## src/rtl/ieu_pkg.sv

```systemverilog
// ieu_pkg -- shared types and defaults for the Immediate Extension Unit.
//
// Contents:
//   ext_mode_e     extension mode selector (sign / zero / upper)
//   IEU_N_DEFAULT  default input immediate width
//   IEU_M_DEFAULT  default output datapath width
package ieu_pkg;

  typedef enum logic [1:0] {
    EXT_SIGN  = 2'd0,
    EXT_ZERO  = 2'd1,
    EXT_UPPER = 2'd2
  } ext_mode_e;

  localparam int IEU_N_DEFAULT = 16;
  localparam int IEU_M_DEFAULT = 32;

endpackage

```

## src/rtl/ieu_if.sv

```systemverilog
// ieu_if -- request/result bundle between decode and the immediate extender.
//
// Signals:
//   in_valid      request strobe
//   U             0 = sign-extend, 1 = zero-extend
//   immediateIN   raw N-bit immediate
//   lui           upper-immediate select (only when IEU_LUI_EN is defined)
//   immediateOUT  registered M-bit result
//   out_valid     one-cycle pulse per accepted request
//
// Modports:
//   master  request side (decode / testbench)
//   slave   the ieu block
//
// Configuration macro: IEU_LUI_EN adds the lui signal.
interface ieu_if
  import ieu_pkg::*;
#(
  parameter int N = IEU_N_DEFAULT,
  parameter int M = IEU_M_DEFAULT
);

  logic         in_valid;
  logic         U;
  logic [N-1:0] immediateIN;
`ifdef IEU_LUI_EN
  logic         lui;
`endif
  logic [M-1:0] immediateOUT;
  logic         out_valid;

`ifdef IEU_LUI_EN
  modport master (
    output in_valid, U, immediateIN, lui,
    input  immediateOUT, out_valid
  );

  modport slave (
    input  in_valid, U, immediateIN, lui,
    output immediateOUT, out_valid
  );
`else
  modport master (
    output in_valid, U, immediateIN,
    input  immediateOUT, out_valid
  );

  modport slave (
    input  in_valid, U, immediateIN,
    output immediateOUT, out_valid
  );
`endif

endinterface

```

## src/rtl/ieu_extend.sv

```systemverilog
// ieu_extend -- purely combinational N-to-M immediate extender.
//
// Ports:
//   i_mode  extension mode (EXT_SIGN, EXT_ZERO, EXT_UPPER)
//   i_imm   raw N-bit immediate
//   o_imm   extended M-bit immediate
//
// When M equals N there are no bits to fill, so every mode passes the
// immediate straight through.
module ieu_extend
  import ieu_pkg::*;
#(
  parameter int N = IEU_N_DEFAULT,
  parameter int M = IEU_M_DEFAULT
) (
  input  ext_mode_e    i_mode,
  input  logic [N-1:0] i_imm,
  output logic [M-1:0] o_imm
);

  localparam int EXT = M - N;

  logic [M-1:0] w_sign;
  logic [M-1:0] w_zero;
  logic [M-1:0] w_upper;

  // The replication count must be non-zero, so the fill logic only
  // exists when the output is strictly wider than the input.
  generate
    if (EXT > 0) begin : g_widen
      assign w_sign  = {{EXT{i_imm[N-1]}}, i_imm};
      assign w_zero  = {{EXT{1'b0}}, i_imm};
      assign w_upper = {i_imm, {EXT{1'b0}}};
    end else begin : g_pass
      assign w_sign  = i_imm;
      assign w_zero  = i_imm;
      assign w_upper = i_imm;
    end
  endgenerate

  always_comb begin
    o_imm = w_sign;
    case (i_mode)
      EXT_SIGN:  o_imm = w_sign;
      EXT_ZERO:  o_imm = w_zero;
      EXT_UPPER: o_imm = w_upper;
      default:   o_imm = w_sign;
    endcase
  end

endmodule

```

## src/rtl/ieu.sv

```systemverilog
// ieu -- Immediate Extension Unit. Widens an N-bit immediate to the M-bit
// datapath using sign or zero extension, with a one-cycle registered result.
//
// Ports:
//   clk  rising-edge clock
//   rst  asynchronous active-high reset
//   bus  ieu_if.slave (in_valid, U, immediateIN, [lui], immediateOUT, out_valid)
//
// Configuration macro: IEU_LUI_EN -- when defined, lui = 1 places the
// immediate in the upper N bits with zeros below, overriding U.
module ieu
  import ieu_pkg::*;
#(
  parameter int N = IEU_N_DEFAULT,
  parameter int M = IEU_M_DEFAULT
) (
  input  logic clk,
  input  logic rst,
  ieu_if.slave bus
);

  ext_mode_e    w_mode;
  logic [M-1:0] w_ext;
  logic [M-1:0] r_imm;
  logic         r_valid;

  // Upper-immediate placement takes priority over U when enabled.
`ifdef IEU_LUI_EN
  assign w_mode = bus.lui ? EXT_UPPER : (bus.U ? EXT_ZERO : EXT_SIGN);
`else
  assign w_mode = bus.U ? EXT_ZERO : EXT_SIGN;
`endif

  ieu_extend #(
    .N (N),
    .M (M)
  ) u_extend (
    .i_mode (w_mode),
    .i_imm  (bus.immediateIN),
    .o_imm  (w_ext)
  );

  // The result register only loads on an accepted request so it holds its
  // value through idle cycles; the valid flag simply follows in_valid, which
  // yields one pulse per request and a continuous flag for back-to-back use.
  always_ff @(posedge clk or posedge rst) begin
    if (rst) begin
      r_imm   <= '0;
      r_valid <= 1'b0;
    end else begin
      r_valid <= bus.in_valid;
      if (bus.in_valid) begin
        r_imm <= w_ext;
      end
    end
  end

  assign bus.immediateOUT = r_imm;
  assign bus.out_valid    = r_valid;

endmodule

```

## src/flat_wrapper.sv

```systemverilog
// flat-port wrapper written by rule: the top's interface ports become plain ports
module ieu_flat import ieu_pkg::*;
#(
  parameter int N = IEU_N_DEFAULT,
  parameter int M = IEU_M_DEFAULT
)
  (clk, rst, bus_in_valid, bus_U, bus_immediateIN, bus_immediateOUT, bus_out_valid);
  ieu_if #(.N(N), .M(M)) bus_i ();
  input  logic clk;
  input  logic rst;
  input wire logic [$bits(bus_i.in_valid)-1:0] bus_in_valid;
  input wire logic [$bits(bus_i.U)-1:0] bus_U;
  input wire logic [$bits(bus_i.immediateIN)-1:0] bus_immediateIN;
  output wire logic [$bits(bus_i.immediateOUT)-1:0] bus_immediateOUT;
  output wire logic [$bits(bus_i.out_valid)-1:0] bus_out_valid;
  assign bus_i.in_valid = bus_in_valid;
  assign bus_i.U = bus_U;
  assign bus_i.immediateIN = bus_immediateIN;
  assign bus_immediateOUT = bus_i.immediateOUT;
  assign bus_out_valid = bus_i.out_valid;
  ieu #(.N(N), .M(M)) u_core (.clk(clk), .rst(rst), .bus(bus_i));
endmodule
```

## config.mk

```make
export PLATFORM = sky130hd
export DESIGN_NAME = ieu_flat
export DESIGN_NICKNAME = d
export VERILOG_FILES = /design/src/rtl/ieu_pkg.sv /design/src/rtl/ieu_if.sv /design/src/rtl/ieu_extend.sv /design/src/rtl/ieu.sv /design/src/flat_wrapper.sv
export SDC_FILE = /design/constraint.sdc
export NUM_CORES = 1
export LEC_CHECK = 0
export ABC_AREA = 1
export BUFFER_PORTS_ARGS = -buffer_cell sky130_fd_sc_hd__buf_2
export CELL_PAD_IN_SITES_DETAIL_PLACEMENT = 1
export CELL_PAD_IN_SITES_GLOBAL_PLACEMENT = 2
export CORE_ASPECT_RATIO = 2
export CORE_MARGIN = 3
export CORE_UTILIZATION = 19
export DETAILED_ROUTE_END_ITERATION = 7
export PLACE_DENSITY = 0.76
export SETUP_SLACK_MARGIN = 0.5
export SLEW_MARGIN = 20
export SYNTH_ARGS = -nofsm -noshare
export SYNTH_HDL_FRONTEND = slang
export SYNTH_SLANG_ARGS = --single-unit
export TNS_END_PERCENT = 100
```

## constraint.sdc

```tcl
create_clock -name clk -period 0.8 [get_ports clk]
set_input_delay 0.16 -clock clk [delete_from_list [all_inputs] [get_ports clk]]
set_output_delay 0.16 -clock clk [all_outputs]
set_load 0.01 [all_outputs]
```

==> results of run 1 <==
layer usage:
layer,GRT usage,up-vias,part of all wire
li1,-,356,-
met1,0.07306,368,0.31
met4,0.04724,0,0.0095
met2,0.1600,31,0.60
met5,0,-,0
met3,0.01499,2,0.077
cells by family after synthesis:
group | count (synthesis) | synth area share
buffers and inverters | 21 | 0.2073
flip-flops | 18 | 0.5446
AND/OR/NAND/NOR | 51 | 0.2481
how the worst max path moves through the flow:
stage | slack (ns) | end | startpoint
after global routing | -0.32 | bus_immediateOUT[17] | u_core.bus.immediateOUT[30]
after floorplan | -0.02 | bus_immediateOUT[17] | u_core.bus.immediateOUT[30]
final | -0.26 | bus_immediateOUT[17] | u_core.bus.immediateOUT[30]
after detailed placement | 0.004 | bus_immediateOUT[17] | u_core.bus.immediateOUT[30]
after global placement | 0.02 | bus_immediateOUT[26] | u_core.bus.immediateOUT[30]
after CTS | -0.28 | bus_immediateOUT[17] | u_core.bus.immediateOUT[30]
what timing repair did:
action | in CTS | in global routing
gates resized for setup | 9 | 8
pin swaps | 5 | 4
setup buffers | 5 | 7
setup endpoints to repair | 51 | 50
hold endpoints to repair | 18 | 18
stage by stage:
step / setup WS (ns) / total power [W] / instance area (µm²) / cells / util
after floorplan: -0.01624 / 0.001345 / 840.8 / 90 / -
after global placement: 0.02213 / 0.001460 / 1027 / 179 / 0.2488
after detailed placement: 0.003782 / 0.001477 / 1027 / 179 / 0.2488
after CTS: -0.2818 / 0.002296 / 1154 / 188 / 0.2794
after global routing: -0.3244 / 0.002472 / 1234 / 195 / 0.2988
final: -0.2640 / 0.002319 / 1234 / 195 / 0.2988
power groups by stage:
stage / Sequential [W] / Clock [W] / Combinational, W
2_1_floorplan: 0.00110 / 0 / 0.000246
3_5_place_dp: 0.00106 / 0 / 0.000416
6_report: 0.00104 / 0.000746 / 0.000530
5_1_grt: 0.00106 / 0.000832 / 0.000584
3_3_place_gp: 0.00105 / 0 / 0.000406
4_1_cts: 0.00104 / 0.000777 / 0.000475
state kept, by name, summed over array words and instances, names as in the netlist:
register / count
u_core.bus.out_valid: 1
u_core.bus.immediateOUT: 17
cell usage after synthesis, drive strengths merged:
cell type and number:
nand2 50, nand3 1, inv 3, dfrtp 18, buf 17, clkbuf 1
area by class of cell:
| cell class | count | area share |
|---|---|---|
| flip-flops and latches | 18 | 0.3661 |
| repair buffers | 67 | 0.3458 |
| multi-input cells | 51 | 0.1724 |
| well taps | 52 | 0.05274 |
| clock buffers | 4 | 0.04462 |
| inverters | 3 | 0.01826 |
==> impl_metrics.yaml, run 1 <==
pwr:
  p_comb_frac: 0.228
  switching_share: 0.2674
  power.density_nw_per_um2: 1880
  clock_power_share: 0.322
  ir_drop_mv: 0.7367
  p_sw_w: 0.0006202
  cellLeakagePower_nw: 0.7243
  seq_power_share: 0.450
  p_int_w: 0.001699
global_routing:
  grt_max_degree: 19
  grt_pass1_wl_um: 3132
  first_global_vias: 691
  antenna_found_initial: 0
  grt_overflow_total: 0
  track_usage: 0.08266
sta:
  finalSetupViolCount: 35
  slew_headroom: 0.7291
  hold_viol_final: 18
  tightest_slew_ns: 0.4055
  fmax_ghz: 0.9398
  fin_tns_setup_ns: -6.497
  holdWs_ns: -0.1024
  period_share: 1.330
  setup_slack_ns: -0.2640
  slew_viol_final: 0
  fin_skew_ns: 0
  period_needed_ns: 1.064
  rsz0062_at_grt: "true"
synthesis:
  ys_top_cells_by_area: "dfrtp_1 54%, nand2_1 20%, buf_4 14%"
  avgSynthCellArea_um2: 9.189
  synth_top_area_share: 0.5446
  synth.largest_area_cell: "dfrtp_1"
  yosys_warnings: 0
  ys_types: 10
  synth_cells: 90
  ys_seq_area_frac: 0.5446
  ys_ff_latch: 18
  syn_area_um2: 827.0
  synth_nets: 110
critical_path:
  timing.rr.start: "u_core.bus.immediateOUT[14]"
  reg2reg_depth: 4
  crit_path_max_fanout: 17
  max_stage_delay_ns: 0.48
  path_cells: "buf_2"
  worstSetupPathType: "flop to primary output"
  start_kind: "flop"
  regToRegSetupSlack_ns: -0.02
  path_buf_inv: 1
  cp.required_ns: 0.64
  rr_endpoint: "u_core.bus.immediateOUT[14]"
  worst_setup_path_end_kind: "primary output"
  slowest_stage: "dfrtp_2"
  critical_path_depth: 1
  arrival_ns: 0.90
  path_delay_family: "flip-flops"
cells_and_area:
  multi_input_area_um2: 212.7
  area_growth_pct: 49.17
  most-common-layout-cells: "50 x buf_2, 42 x nand2_1, 17 x dfrtp_1"
  nFillCells: 523
  nNetsFinal: 164
  antenna_cells: 0
  register_area_um2: 451.7
  drive_gt1_frac: 0.5734
  layout_commonest_cell: "buf_2"
detailed_routing:
  dr.pass1.iters: 2
  finalWirelength_um: 2204
  drt-wirelength-per-cell_um: 11.30
  vias: 757
  drtIter0Drc: 6
  drc: 0
  vias_per_cell: 3.882
  ant_nets: 0
placed_design:
  hpwlAfterDp_um: 1701
  place_congestion: 0.6243
  port_buffers: 52
outcome:
  violations: "negative hold slack, negative setup slack"
  outcome: "complete, but fails checks"
floorplanning:
  rows: 33
  dieArea_um2: 5228
  core_area_um2: 4129
  die_h_um: 99.31
  start_util: 0.2003
  num_io_pins: 53
  dieWidth_um: 52.65
clock_tree:
  cts_tree: "yes"
  htreeDepth: 1
  clock_path_buffers: 2
  cts_sinks: 18
  root_buffer: "clkbuf_8"
  cts_made_buffers: 3
  insertion_delay_ns: 0.25
  cts.reportedPaths.clkPinSlew_ns: 0.07
job:
  maxCapViolations: 0
min_path:
  worstHoldPathType: "input port to asynchronous set/reset pin"
Note: power is estimated with default switching activity, not from simulation.
==> run 2, diff against run 1 <==
--- a/config.mk
+++ b/config.mk
@@ -9,7 +9,6 @@
 export BUFFER_PORTS_ARGS = -buffer_cell sky130_fd_sc_hd__buf_2
 export CELL_PAD_IN_SITES_DETAIL_PLACEMENT = 1
 export CELL_PAD_IN_SITES_GLOBAL_PLACEMENT = 2
-export CORE_ASPECT_RATIO = 2
 export CORE_MARGIN = 3
 export CORE_UTILIZATION = 19
 export DETAILED_ROUTE_END_ITERATION = 7
==> impl_metrics.yaml, run 2 (synthesis results as in run 1) <==
cells_and_area:
  drive_gt1_frac: 0.6000
  area_growth_pct: 55.98
  nNetsFinal: 166
  utilization: 0.3157
  largest_reg_flops: 17
  register_area_um2: 451.7
  antenna_cells: 0
  design_area_um2: 1290
  multi_input_area_um2: 220.2
  most-common-layout-cells: "48 x buf_2, 39 x nand2_1, 18 x buf_6"
  nFillCells: 499
  layout_commonest_cell: "buf_2"
critical_path:
  max_stage_delay_ns: 0.41
  cp.required_ns: 0.64
  start_kind: "flop"
  worst_setup_path_end_kind: "primary output"
  crit_path_max_fanout: 8
  slowest_stage: "dfrtp_2"
  path_delay_family: "flip-flops"
  path_cells: "buf_6 > buf_2"
  worstSetupPathType: "flop to primary output"
  path_buf_inv: 2
  arrival_ns: 0.94
sta:
  tightest_slew_ns: 0.4258
  period_share: 1.369
  slew_headroom: 0.7155
  hold_viol_final: 18
  finalSetupViolCount: 35
  fmax_ghz: 0.9132
  holdWs_ns: -0.09287
  rsz0062_at_grt: "true"
  period_needed_ns: 1.095
  fin_skew_ns: 0
  setup_slack_ns: -0.2951
  slew_viol_final: 0
clock_tree:
  htreeDepth: 1
  cts_made_buffers: 3
  root_buffer: "clkbuf_8"
  cts_tree: "yes"
  insertion_delay_ns: 0.25
  cts.reportedPaths.clkPinSlew_ns: 0.07
  clock_path_buffers: 2
  cts_sinks: 18
pwr:
  p_int_w: 0.001736
  p_comb_frac: 0.247
  finalPower_w: 0.002356
  power.density_nw_per_um2: 1827
  p_sw_w: 0.0006207
  ir_drop_mv: 0.6361
  cellLeakagePower_nw: 0.7443
  seq_power_share: 0.440
  clock_power_share: 0.313
  switching_share: 0.2634
global_routing:
  antenna_found_initial: 0
  grt_overflow_total: 0
  grt_max_degree: 19
  first_global_vias: 744
  track_usage: 0.08530
  grt_pass1_wl_um: 3429
detailed_routing:
  dr.pass1.iters: 2
  finalWirelength_um: 2190
  drtIter0Drc: 4
  ant_nets: 0
  drc: 0
  vias: 747
  vias_per_cell: 3.831
  drt-wirelength-per-cell_um: 11.23
floorplanning:
  rows: 23
  start_util: 0.2024
  num_io_pins: 53
  core_area_um2: 4086
  dieWidth_um: 71.98
  die_h_um: 71.98
  dieArea_um2: 5180
placed_design:
  place_area_um2: 1037
  place_congestion: 0.6315
  hpwlAfterDp_um: 1634
  port_buffers: 52
outcome:
  violations: "negative hold slack, negative setup slack"
  outcome: "complete, but fails checks"
job:
  maxCapViolations: 0
min_path:
  worstHoldPathType: "input port to asynchronous set/reset pin"
-- run 2: metrics by stage --
| stage | cells | setup TNS [ns] | setup WS, ns |
|---|---|---|---|
| global placement | 177 | 0 | 0.02475 |
| CTS | 187 | -7.110 | -0.2861 |
| detailed placement | 177 | 0 | 0.004479 |
| floorplan | 90 | -0.2436 | -0.01624 |
| global route | 195 | -8.416 | -0.3345 |
| finish | 195 | -6.950 | -0.2951 |
-- run 2: repair_timing --
| action | CTS | global route |
|---|---|---|
| setup endpoints to repair | 51 | 50 |
| pin swaps | 7 | 4 |
| buffers inserted | 6 | 8 |
| gates resized for setup | 6 | 21 |
| hold endpoints to repair | 18 | 18 |
-- run 2: layout make-up --
| class | count | share of cell area |
|---|---|---|
| clock buffers | 4 | 0.04268 |
| inverters | 3 | 0.01746 |
| multi-input cells | 51 | 0.1707 |
| flip-flops and latches | 18 | 0.3501 |
| well taps | 50 | 0.04850 |
| repair buffers | 69 | 0.3705 |
-- run 2: layer usage --
| metal | up-vias | GRT usage | wire length [µm] |
|---|---|---|---|
| li1 | 362 | - | - |
| met1 | 342 | 0.09351 | 851 |
| met2 | 41 | 0.1551 | 1114 |
| met3 | 2 | 0.02909 | 216 |
| met4 | 0 | 0.02505 | 7 |
| met5 | - | 0 | 0 |
-- run 2: worst paths after layout --
check / depth (start not counted) / slack, ns / from / to
setup / recovery: 2 / -0.30 / u_core.bus.immediateOUT[30] / bus_immediateOUT[25]
hold / removal: 2 / -0.09 / rst / u_core.bus.immediateOUT[9]
setup reg to reg: 4 / -0.01 / u_core.bus.immediateOUT[11] / u_core.bus.immediateOUT[11]
hold reg to reg: 2 / 0.46 / u_core.bus.immediateOUT[15] / u_core.bus.immediateOUT[15]
max in group asynchronous: 2 / 0.61 / rst / u_core.bus.immediateOUT[30]
min in group clk: 3 / 0.10 / bus_immediateIN[6] / u_core.bus.immediateOUT[6]
-- run 2: worst register-to-register path, stage by stage (launching register included) --
cell and delay, ns:
dfrtp_1 0.40, buf_6 0.12, buf_6 0.10, nand2_2 0.05, nand2_1 0.04
-- run 2: power groups by stage --
| stage | registers, W | clock network (W) | logic (W) |
|---|---|---|---|
| detailed placement | 0.00106 | 0 | 0.000418 |
| global placement | 0.00105 | 0 | 0.000412 |
| CTS | 0.00104 | 0.000787 | 0.000475 |
| floorplan | 0.00110 | 0 | 0.000246 |
| finish | 0.00104 | 0.000737 | 0.000582 |
| global route | 0.00105 | 0.000822 | 0.000641 |
==> run 3, diff against run 2 <==
--- a/config.mk
+++ b/config.mk
@@ -10,9 +10,9 @@
 export CELL_PAD_IN_SITES_DETAIL_PLACEMENT = 1
 export CELL_PAD_IN_SITES_GLOBAL_PLACEMENT = 2
 export CORE_MARGIN = 3
-export CORE_UTILIZATION = 19
+export CORE_UTILIZATION = 23
 export DETAILED_ROUTE_END_ITERATION = 7
-export PLACE_DENSITY = 0.76
+export PLACE_DENSITY = 0.85
 export SETUP_SLACK_MARGIN = 0.5
 export SLEW_MARGIN = 20
 export SYNTH_ARGS = -nofsm -noshare
==> constraint.sdc (replaced) <==
create_clock -name clk -period 1.4 [get_ports clk]
set_input_delay 0.28 -clock clk [delete_from_list [all_inputs] [get_ports clk]]
set_output_delay 0.28 -clock clk [all_outputs]
set_load 0.01 [all_outputs]
==> impl_metrics.yaml, run 3 (synthesis results as in run 1) <==
outcome:
  outcome: "complete, but fails checks"
  violations: "negative hold slack"
global_routing:
  grt_pass1_wl_um: 3146
  first_global_vias: 725
  use_met1: 0.1134
  grt_max_degree: 20
  track_usage: 0.09269
  top_usage_layer: "met2"
  gr-usage-met3: 0.03061
  grt_overflow_total: 0
  use_met2: 0.1564
  antenna_found_initial: 0
pwr:
  p_comb_frac: 0.287
  seq_power_share: 0.498
  p_sw_w: 0.0003267
  clock_power_share: 0.215
  ir_drop_mv: 0.3745
  power.density_nw_per_um2: 945.7
  switching_share: 0.2752
  cellLeakagePower_nw: 0.7395
  p_int_w: 0.0008602
floorplanning:
  core_area_um2: 3390
  dieArea_um2: 4351
  num_io_pins: 53
  die_h_um: 65.97
  start_util: 0.2440
  rows: 21
  dieWidth_um: 65.97
cells_and_area:
  antenna_cells: 0
  drive_gt1_frac: 0.5510
  largest_reg_flops: 17
  most-common-layout-cells: "45 x nand2_1, 39 x buf_2, 17 x dfrtp_1"
  area_growth_pct: 51.74
  layout_commonest_cell: "nand2_1"
  nFillCells: 419
  nNetsFinal: 168
  utilization: 0.3702
detailed_routing:
  vias: 741
  ant_nets: 0
  drtIter0Drc: 6
  vias_per_cell: 3.839
  drc: 0
  dr.pass1.iters: 2
  drt-wirelength-per-cell_um: 10.88
  finalWirelength_um: 2099
clock_tree:
  insertion_delay_ns: 0.28
  cts_sinks: 18
  htreeDepth: 1
  cts_tree: "yes"
  cts.reportedPaths.clkPinSlew_ns: 0.10
  clock_path_buffers: 2
  cts_made_buffers: 3
  root_buffer: "clkbuf_4"
sta:
  slew_viol_final: 0
  slew_headroom: 0.7388
  tightest_slew_ns: 0.3918
  period_needed_ns: 1.279
  rsz0062_at_grt: "true"
  finalSetupViolCount: 0
  fin_tns_setup_ns: 0
  hold_viol_final: 8
  period_share: 0.9137
  holdWs_ns: -0.07017
  fmax_ghz: 0.7818
  fin_skew_ns: 0
job:
  maxCapViolations: 0
critical_path:
  cp.required_ns: 1.12
  worst_setup_path_end_kind: "primary output"
  path_cells: "buf_6 > buf_6"
  crit_path_max_fanout: 8
  worstSetupPathType: "flop to primary output"
  max_stage_delay_ns: 0.44
  slowest_stage: "dfrtp_2"
  crit_top_cell: "buf_6"
  path_delay_family: "flip-flops"
  path_buf_inv: 2
  timing.rr.start: "u_core.bus.immediateOUT[30]"
  start_kind: "flop"
  arrival_ns: 1.00
  startpoint: "u_core.bus.immediateOUT[30]"
placed_design:
  hpwlAfterDp_um: 1521
  place_congestion: 0.6368
  port_buffers: 52
min_path:
  worstHoldPathType: "input port to asynchronous set/reset pin"
## run 3: cell types whose count changed in the layout (fill, tap and decap cells not counted), moves of 2 or more
cell | before | now
buf_6 | 18 | 16
buf_2 | 48 | 39
clkbuf_8 | 4 | 0
nand2_1 | 39 | 45
buf_4 | 2 | 16
nand2_2 | 11 | 5
clkbuf_4 | 0 | 3
## run 3: path summary, 6_finish.rpt
check / end / slack (ns) / cells past startpoint
setup / recovery: bus_immediateOUT[20] / 0.12 / 2
hold / removal: u_core.bus.immediateOUT[15] / -0.07 / 2
setup reg to reg: u_core.bus.immediateOUT[30] / 0.47 / 4
hold reg to reg: u_core.bus.immediateOUT[14] / 0.48 / 2
max in group asynchronous: u_core.bus.immediateOUT[7] / 1.00 / 3
min in group clk: u_core.bus.immediateOUT[13] / 0.19 / 3
## run 3: what timing repair did
action / CTS / global route
endpoints found under the setup margin: 33 / 33
hold endpoints to repair: 8 / 8
gates resized for setup: 0 / 17
gates cloned: 0 / 0
setup buffers: 9 / 9
## run 3: layer usage
layer  routed length, µm  up-vias
li1                    -      368
met1                 835      334
met2                1047       39
met3                 216        0
met4                   0        0
met5                   0        -
## run 3: per-stage QoR
step / instances / worst slack (ns) / hold slack (ns) / instance area, µm² / power (W)
3_3_place_gp: 171 / 0.4223 / 0.2541 / 1001 / 0.0008300
6_report: 193 / 0.1208 / -0.07017 / 1255 / 0.001187
4_1_cts: 184 / 0.1336 / -0.06961 / 1095 / 0.001135
3_5_place_dp: 171 / 0.3911 / 0.2601 / 1001 / 0.0008364
2_1_floorplan: 90 / 0.4638 / 0.2185 / 828.3 / 0.0007652
5_1_grt: 193 / 0.07944 / -0.04351 / 1255 / 0.001276
## run 3: power groups by stage
stage / combinational [W] / clock (W) / sequential (W)
final: 0.000341 / 0.000255 / 0.000591
after global routing: 0.000375 / 0.000302 / 0.000598
after CTS: 0.000264 / 0.000276 / 0.000595
after detailed placement: 0.000228 / 0 / 0.000608
after global placement: 0.000223 / 0 / 0.000607
after floorplan: 0.000138 / 0 / 0.000628
## run 3: cell type report
cell class / count / area, µm² / area share
clock buffers: 4 / 26.28 / 0.02094
inverters: 3 / 18.77 / 0.01496
multi-input cells: 51 / 205.2 / 0.1635
flip-flops and latches: 18 / 451.7 / 0.3599
well taps: 46 / 57.56 / 0.04586
repair buffers: 71 / 495.5 / 0.3948
